==> config.mk <==
export PLATFORM = sky130hd
export DESIGN_NAME = regbank_arbiter
export DESIGN_NICKNAME = d
export VERILOG_FILES = /design/src/rtl/regbank_arbiter.sv
export SDC_FILE = /design/constraint.sdc
export NUM_CORES = 1
export LEC_CHECK = 0
export ABC_AREA = 1
export ABC_CLOCK_PERIOD_IN_PS = 2300
export CAP_MARGIN = 10
export CORE_MARGIN = 5
export CORE_UTILIZATION = 33
export DETAILED_ROUTE_END_ITERATION = 16
export PLACE_DENSITY = 0.9
export SLEW_MARGIN = 0
export SYNTH_ARGS = -nofsm -noshare
export SYNTH_HDL_FRONTEND = slang
export SYNTH_SLANG_ARGS = --single-unit
==> constraint.sdc <==
create_clock -name clk -period 2.3 [get_ports clk]
set_input_delay 0.575 -clock clk [delete_from_list [all_inputs] [get_ports clk]]
set_output_delay 0.575 -clock clk [all_outputs]
set_load 0.05 [all_outputs]
==> src/rtl/regbank_arbiter.sv <==
// Two-requester arbiter in front of a 2-entry register bank with a 1-cycle read latency.
// Grants are round-robin, and a requester can lock the grant for a bounded run of requests.
module regbank_arbiter #(
    parameter int WIDTH    = 32,
    parameter int LOCK_MAX = 4
) (
    input  logic             clk,
    input  logic             rst,
    input  logic             a_valid,
    output logic             a_ready,
    input  logic             a_we,
    input  logic             a_idx,
    input  logic [WIDTH-1:0] a_wdata,
    input  logic             a_lock,
    output logic             a_rsp_valid,
    output logic [WIDTH-1:0] a_rsp_data,
    input  logic             b_valid,
    output logic             b_ready,
    input  logic             b_we,
    input  logic             b_idx,
    input  logic [WIDTH-1:0] b_wdata,
    input  logic             b_lock,
    output logic             b_rsp_valid,
    output logic [WIDTH-1:0] b_rsp_data,
    output logic             bank_en,
    output logic             bank_wr_index,
    output logic             bank_rd_index,
    output logic [WIDTH-1:0] bank_d,
    input  logic [WIDTH-1:0] bank_q
);

    localparam int CW = $clog2(LOCK_MAX + 1);
    localparam logic [CW-1:0] CNT_MAX = CW'(LOCK_MAX);

    typedef enum logic [1:0] {
        ST_RR     = 2'd0,
        ST_LOCK_A = 2'd1,
        ST_LOCK_B = 2'd2
    } state_e;

    state_e           state_q, state_d;
    logic             prio_q, prio_d;          // 0 = A preferred, 1 = B preferred
    logic [CW-1:0]    lock_cnt_q, lock_cnt_d;
    logic [CW-1:0]    cnt_inc;
    logic             tag_vld_q, tag_vld_d;
    logic             tag_own_q, tag_own_d;
    logic             wr_index_q, wr_index_d;
    logic             rd_index_q, rd_index_d;
    logic [WIDTH-1:0] wr_data_q, wr_data_d;

    logic             gnt_a, gnt_b;
    logic             acc_any, acc_lock, acc_we, acc_idx;
    logic [WIDTH-1:0] acc_wdata;
    logic             wr_acc, rd_acc;

    // State register
    always_ff @(posedge clk) begin
        if (rst) begin
            state_q    <= ST_RR;
            prio_q     <= 1'b0;
            lock_cnt_q <= '0;
            tag_vld_q  <= 1'b0;
            tag_own_q  <= 1'b0;
            wr_index_q <= 1'b0;
            rd_index_q <= 1'b0;
            wr_data_q  <= '0;
        end else begin
            state_q    <= state_d;
            prio_q     <= prio_d;
            lock_cnt_q <= lock_cnt_d;
            tag_vld_q  <= tag_vld_d;
            tag_own_q  <= tag_own_d;
            wr_index_q <= wr_index_d;
            rd_index_q <= rd_index_d;
            wr_data_q  <= wr_data_d;
        end
    end

    // Grant decode; nothing is granted while reset is asserted
    always_comb begin
        gnt_a = 1'b0;
        gnt_b = 1'b0;
        if (!rst) begin
            case (state_q)
                ST_RR: begin
                    if (a_valid && (!b_valid || !prio_q)) gnt_a = 1'b1;
                    else if (b_valid)                     gnt_b = 1'b1;
                end
                ST_LOCK_A: gnt_a = a_valid;
                ST_LOCK_B: gnt_b = b_valid;
                default: begin
                    gnt_a = 1'b0;
                    gnt_b = 1'b0;
                end
            endcase
        end
    end

    assign acc_any   = gnt_a | gnt_b;
    assign acc_lock  = gnt_b ? b_lock  : a_lock;
    assign acc_we    = gnt_b ? b_we    : a_we;
    assign acc_idx   = gnt_b ? b_idx   : a_idx;
    assign acc_wdata = gnt_b ? b_wdata : a_wdata;
    assign wr_acc    = acc_any & acc_we;
    assign rd_acc    = acc_any & ~acc_we;

    // Next-state: priority flips after every accept; a lock run ends on unlock, limit or owner idle
    always_comb begin
        state_d    = state_q;
        prio_d     = prio_q;
        lock_cnt_d = lock_cnt_q;
        cnt_inc    = (lock_cnt_q == CNT_MAX) ? lock_cnt_q : lock_cnt_q + CW'(1);
        case (state_q)
            ST_RR: begin
                if (acc_any) begin
                    prio_d = ~gnt_b;
                    if (acc_lock && LOCK_MAX > 1) begin
                        state_d    = gnt_b ? ST_LOCK_B : ST_LOCK_A;
                        lock_cnt_d = CW'(1);
                    end
                end
            end
            ST_LOCK_A, ST_LOCK_B: begin
                if (acc_any) lock_cnt_d = cnt_inc;
                if (!acc_any || !acc_lock || cnt_inc == CNT_MAX) begin
                    state_d    = ST_RR;
                    prio_d     = (state_q == ST_LOCK_A);
                    lock_cnt_d = '0;
                end
            end
            default: begin
                state_d    = ST_RR;
                lock_cnt_d = '0;
            end
        endcase
    end

    // Bank control and response routing
    always_comb begin
        tag_vld_d  = rd_acc;
        tag_own_d  = gnt_b;
        wr_index_d = wr_acc ? acc_idx   : wr_index_q;
        wr_data_d  = wr_acc ? acc_wdata : wr_data_q;
        rd_index_d = rd_acc ? acc_idx   : rd_index_q;
    end

    assign a_ready       = gnt_a;
    assign b_ready       = gnt_b;
    assign bank_en       = wr_acc;
    assign bank_wr_index = wr_index_d;
    assign bank_d        = wr_data_d;
    assign bank_rd_index = rd_index_d;

    // A tag in flight when reset hits must not produce a response
    assign a_rsp_valid = tag_vld_q & ~tag_own_q & ~rst;
    assign b_rsp_valid = tag_vld_q &  tag_own_q & ~rst;
    assign a_rsp_data  = a_rsp_valid ? bank_q : '0;
    assign b_rsp_data  = b_rsp_valid ? bank_q : '0;

endmodule

# After elaboration in Yosys (flattened, before gate mapping)
# Cells that the tools add are included.
# classes
addsub	1
n_eq_ne	8
n_mux	30
n_bitwise	11
n_reduce_logical	14
# op_table
operator	n
32-bit two-way mux	4
3-bit two-way mux	5
1-bit two-way mux	12
3-bit AND reduction	3
2-bit two-way mux	4
1-bit AND	6
3-bit equality test (second input constant)	2
2-bit != test (second input constant)	3
1-bit case mux with 2 select lines	3
3-bit case mux with 2 select lines	1
1-bit logical NOT	4
1-bit inverter	4
2-bit case mux with 2 select lines	1
3-bit by 1-bit adder with 3-bit output (second input constant)	1
1-bit logical OR	3
3-bit != test (second input constant)	1
2-bit by 1-bit equality test with 1-bit output (second input constant)	1
2-bit equality test (second input constant)	1
2-bit logical NOT	1
2-bit nonzero test	1
2-bit OR reduction	1
1-bit logical AND	1
1-bit OR	1
# word_totals
ff_bits	42

# Logic depth before layout (Yosys ltp)
# logic_depth
ltp_word	12
mapped_depth	15
mapped_depth_nobuf	13

# Worst setup path before layout
# OpenSTA, ideal clock, no wires.
# synth_timing
kind	input to output
startpoint	in rst
endpoint	out a_rsp_data[10]
t_arrival_ns	2.900
t_required_ns	1.725
slack_ns	-1.175
path_stages	4
path_buffers	1
path_cell_list	nor3_1 > inv_1 > clkbuf_1 > nor2_1
# synth_between
elab_chain_len	3
# synth_rtl
element	line	rtl
start: declaration	8	input logic rst,
1-bit inverter	155	assign a_rsp_valid = tag_vld_q & ~tag_own_q & ~rst;
1-bit AND	155	
32-bit two-way mux	157	assign a_rsp_data = a_rsp_valid ? bank_q : '0;
end: declaration	16	output logic [WIDTH-1:0] a_rsp_data,
# Every way passes these cells.

# Worst setup path in the final report
# layout_timing
startpoint	in rst
endpoint	out bank_d[3]
# layout_between
elab_chain_len	4
elab_cells_between_ends	7
cone_classes	mux (5); bitwise (2)
# layout_rtl
element	line	rtl
1-bit two-way mux	83	if (!rst) begin
1-bit OR / 1-bit two-way mux (equally long branches)	99, 101	
1-bit AND	104	assign wr_acc = acc_any & acc_we;
32-bit two-way mux *	143	wr_data_d = wr_acc ? acc_wdata : wr_data_q;
end: declaration	28	output logic [WIDTH-1:0] bank_d,
# Mark *: on every way between the ends. The rest lies on a longest branch, timed or not.

==> impl_metrics.tcl <==
set metrics [dict create \
    synth_edf_count 0 \
    yosys-top-cells-area "dfxtp_1 (27%), nand2_1 (16%), inv_1 (15%)" \
    ant_nets 0 \
    slowest_stage "nor2_2" \
    die-height_microns 107 \
    min_period_ns 2.71 \
    place.gp.congestion 0.816 \
    rsz0062_at_grt "yes" \
    muxShareOfSynthArea 0 \
    met1_usage 0.214 \
    nNetsFinal 917 \
    synth_seq_cells 42 \
    crit_fanout 7 \
    overflow 0 \
    max_stage_delay_ns 0.28 \
    drv_cap 0 \
    setup_viol 35 \
    grt_pass1_vias 4403 \
    async_reset_ff_frac 0 \
    violations "negative setup slack" \
    cts_hold_buf 0 \
    finalPower_mw 7.65 \
    cp.arrival_ns 2.14 \
    seq_area_frac_synth 0.271 \
    min_period_over_period 1.18 \
    crit_type "input port to output pin" \
    post_drt_wl_per_cell_microns 15.9 \
    synth_top_flop_cell "dfxtp_1" \
    yosys.area.top_type "dfxtp_1" \
    track_usage 0.233 \
    synth-simple-area-share 0.399 \
    grt_first_pass_wirelength_microns 21300 \
    ys_warn_count 0 \
    synth-compound-area-share 0.106 \
    startpoint_type "input port" \
    worst_path_most_repeated_cell "nand2_8" \
    cts.sinks 42 \
    clk_pin_slew_ns 0.08 \
    timing.fmax_mhz 368 \
    powerDensity_nw_per_um2 1020 \
    grt-busiest-layer "met2" \
    slew_headroom 0.794 \
    final_cell_area_sq_um 7470 \
    p_leak_nw 3.57 \
    cp.required_ns 1.73 \
    synth_top_area_frac 0.271 \
    wirelength_microns 14600 \
    first_pass_iters 4 \
    hold_path.class "flip-flop to flip-flop" \
    diodes 0 \
    grt_max_degree 22 \
    hpwl_microns 10000 \
    setup_ws_ns -0.414 \
    routed_via_density 4.67 \
    peakVddDrop_uv 765 \
    yosys-top-cells-count "nand2_1 (132), inv_1 (121), nor2_1 (80)" \
    finalHoldViolCount 0 \
    cts_made_buffers 5 \
    postPlaceCellArea_sq_um 6350 \
    cts_tree "done" \
    pin_count 209 \
    drtIter0Drc 206 \
    dieArea_sq_um 11400 \
    drv_slew 0 \
    ctsLongestPathBuffers 2 \
    die_width_microns 107 \
    route.detailed.drc 0 \
    grt_util_met2 0.472 \
    outcome "finished with violations" \
    end_kind "output pin" \
    htreeDepth 2 \
    worstMarginPinSlew_ns 0.306 \
    finClkSkew_ns 0.0148 \
    synth_cell_types 22 \
    syn-num-nets 636 \
    grt_antenna_before_repair 0 \
    synthXorXnorAreaFrac 0.00282 \
    drive_above_1_share 0.548 \
    clk_latency_ns 0.30 \
    path_cells "buf_2 > nor2_2 > nand2_8 > inv_6 > nand2_4 > nand2_8 > nand2_8 > buf_8 > clkbuf_16 > o21ai_2 > inv_2 > buf_12" \
    grt_util_met3 0.0734 \
    io_buffers 208 \
    synth_adder_area_share 0.0242 \
    initial_core_util 0.338 \
    dr_total_vias 4274 \
    rows 35 \
    synthToLayoutAreaGrowth_pct 141 \
    synth.most_common_cell "nand2_1" \
    synth_top_family_by_area "simple AND/OR/NAND/NOR gates" \
    synth.avg_cell_area_sq_um 5.92 \
    synthesis.area_sq_um 3100 \
    core_area_sq_um 9200 \
    ctsRootBufferMaster "clkbuf_8" \
    syn_inst 524 \
]
## cell families (layout without fill, tap and decap cells)
family          count (synthesis)  count (layout)
flops                          42              42
xor+xnor                        1               1
fa+ha+maj                       6               6
simple gates                  284             285
compound gates                 43              43
buf+inv                       148             428
## final timing paths
kind / startpoint / endpoint / slack [ns] / depth (start not counted)
worst min-delay path: rd_index_q / rd_index_q / 0.50 / 2
worst max register to register: state_q[0] / lock_cnt_q[2] / 0.06 / 18
worst min register to register: rd_index_q / rd_index_q / 0.50 / 2
worst max-delay path: rst / bank_d[3] / -0.41 / 12
## critical path, delay by kind of cell
family	cells	cell delay, ns
buffers and inverters	6	0.76
AND/OR/NAND/NOR	5	0.62
AO/OA/AOI/OAI	1	0.18
## report_power, final
group	switching (mW)	internal (mW)
Sequential	0.0863	0.899
Combinational	3.36	2.84
Clock	0.261	0.209
## per-stage QoR
step	utilization	worst slack, ns	std cells	hold slack (ns)	setup TNS, ns
floorplan	-	-0.164	524	0.451	-0.456
global placement	0.690	-0.569	869	0.472	-20.02
detailed placement	0.690	-0.608	869	0.488	-23.93
CTS	0.776	-0.326	908	0.498	-10.97
global route	0.812	-0.475	916	0.535	-14.24
finish	0.812	-0.414	916	0.505	-11.66
## cell type report
| type | instances | area (sq um) |
|---|---|---|
| Timing Repair Buffer | 298 | 3290 |
| Multi-Input combinational cell | 335 | 2580 |
| Fill cell | 521 | 1730 |
| Sequential cell | 42 | 848 |
| Inverter | 123 | 537 |
| Tap cell | 111 | 139 |
| Clock buffer | 6 | 72.6 |
| Clock inverter | 1 | 7.51 |
## routing by layer
metal / routed length (microns) / part of all wire
met5: 0 / 0
met4: 275 / 0.019
met1: 4900 / 0.34
met2: 8230 / 0.56
met3: 1200 / 0.082
## registers in the layout, summed over array words and instances (netlist names)
signal,flops
tag_vld_q,1
prio_q,1
tag_own_q,1
state_q,2
rd_index_q,1
wr_index_q,1
lock_cnt_q,3
wr_data_q,32
## cell usage in the layout (no fill, tap or decap), drive strengths merged
cell	n
clkdlybuf4s15	1
nor3	2
o21ai	37
nor2	107
clkbuf	8
xor2	1
dfxtp	42
clkdlybuf4s50	102
ha	6
inv	123
buf	191
nand2	166
nand3	7
nand4	3
bufbuf	2
a21oi	6
clkinvlp	1
## what timing repair did
item	4_1_cts	5_1_grt
pin swaps	16	17
setup buffers	27	9
resized for setup	84	61
setup endpoints to repair	99	67
cloned	6	4
No activity file was read; power rests on OpenSTA's default activity.
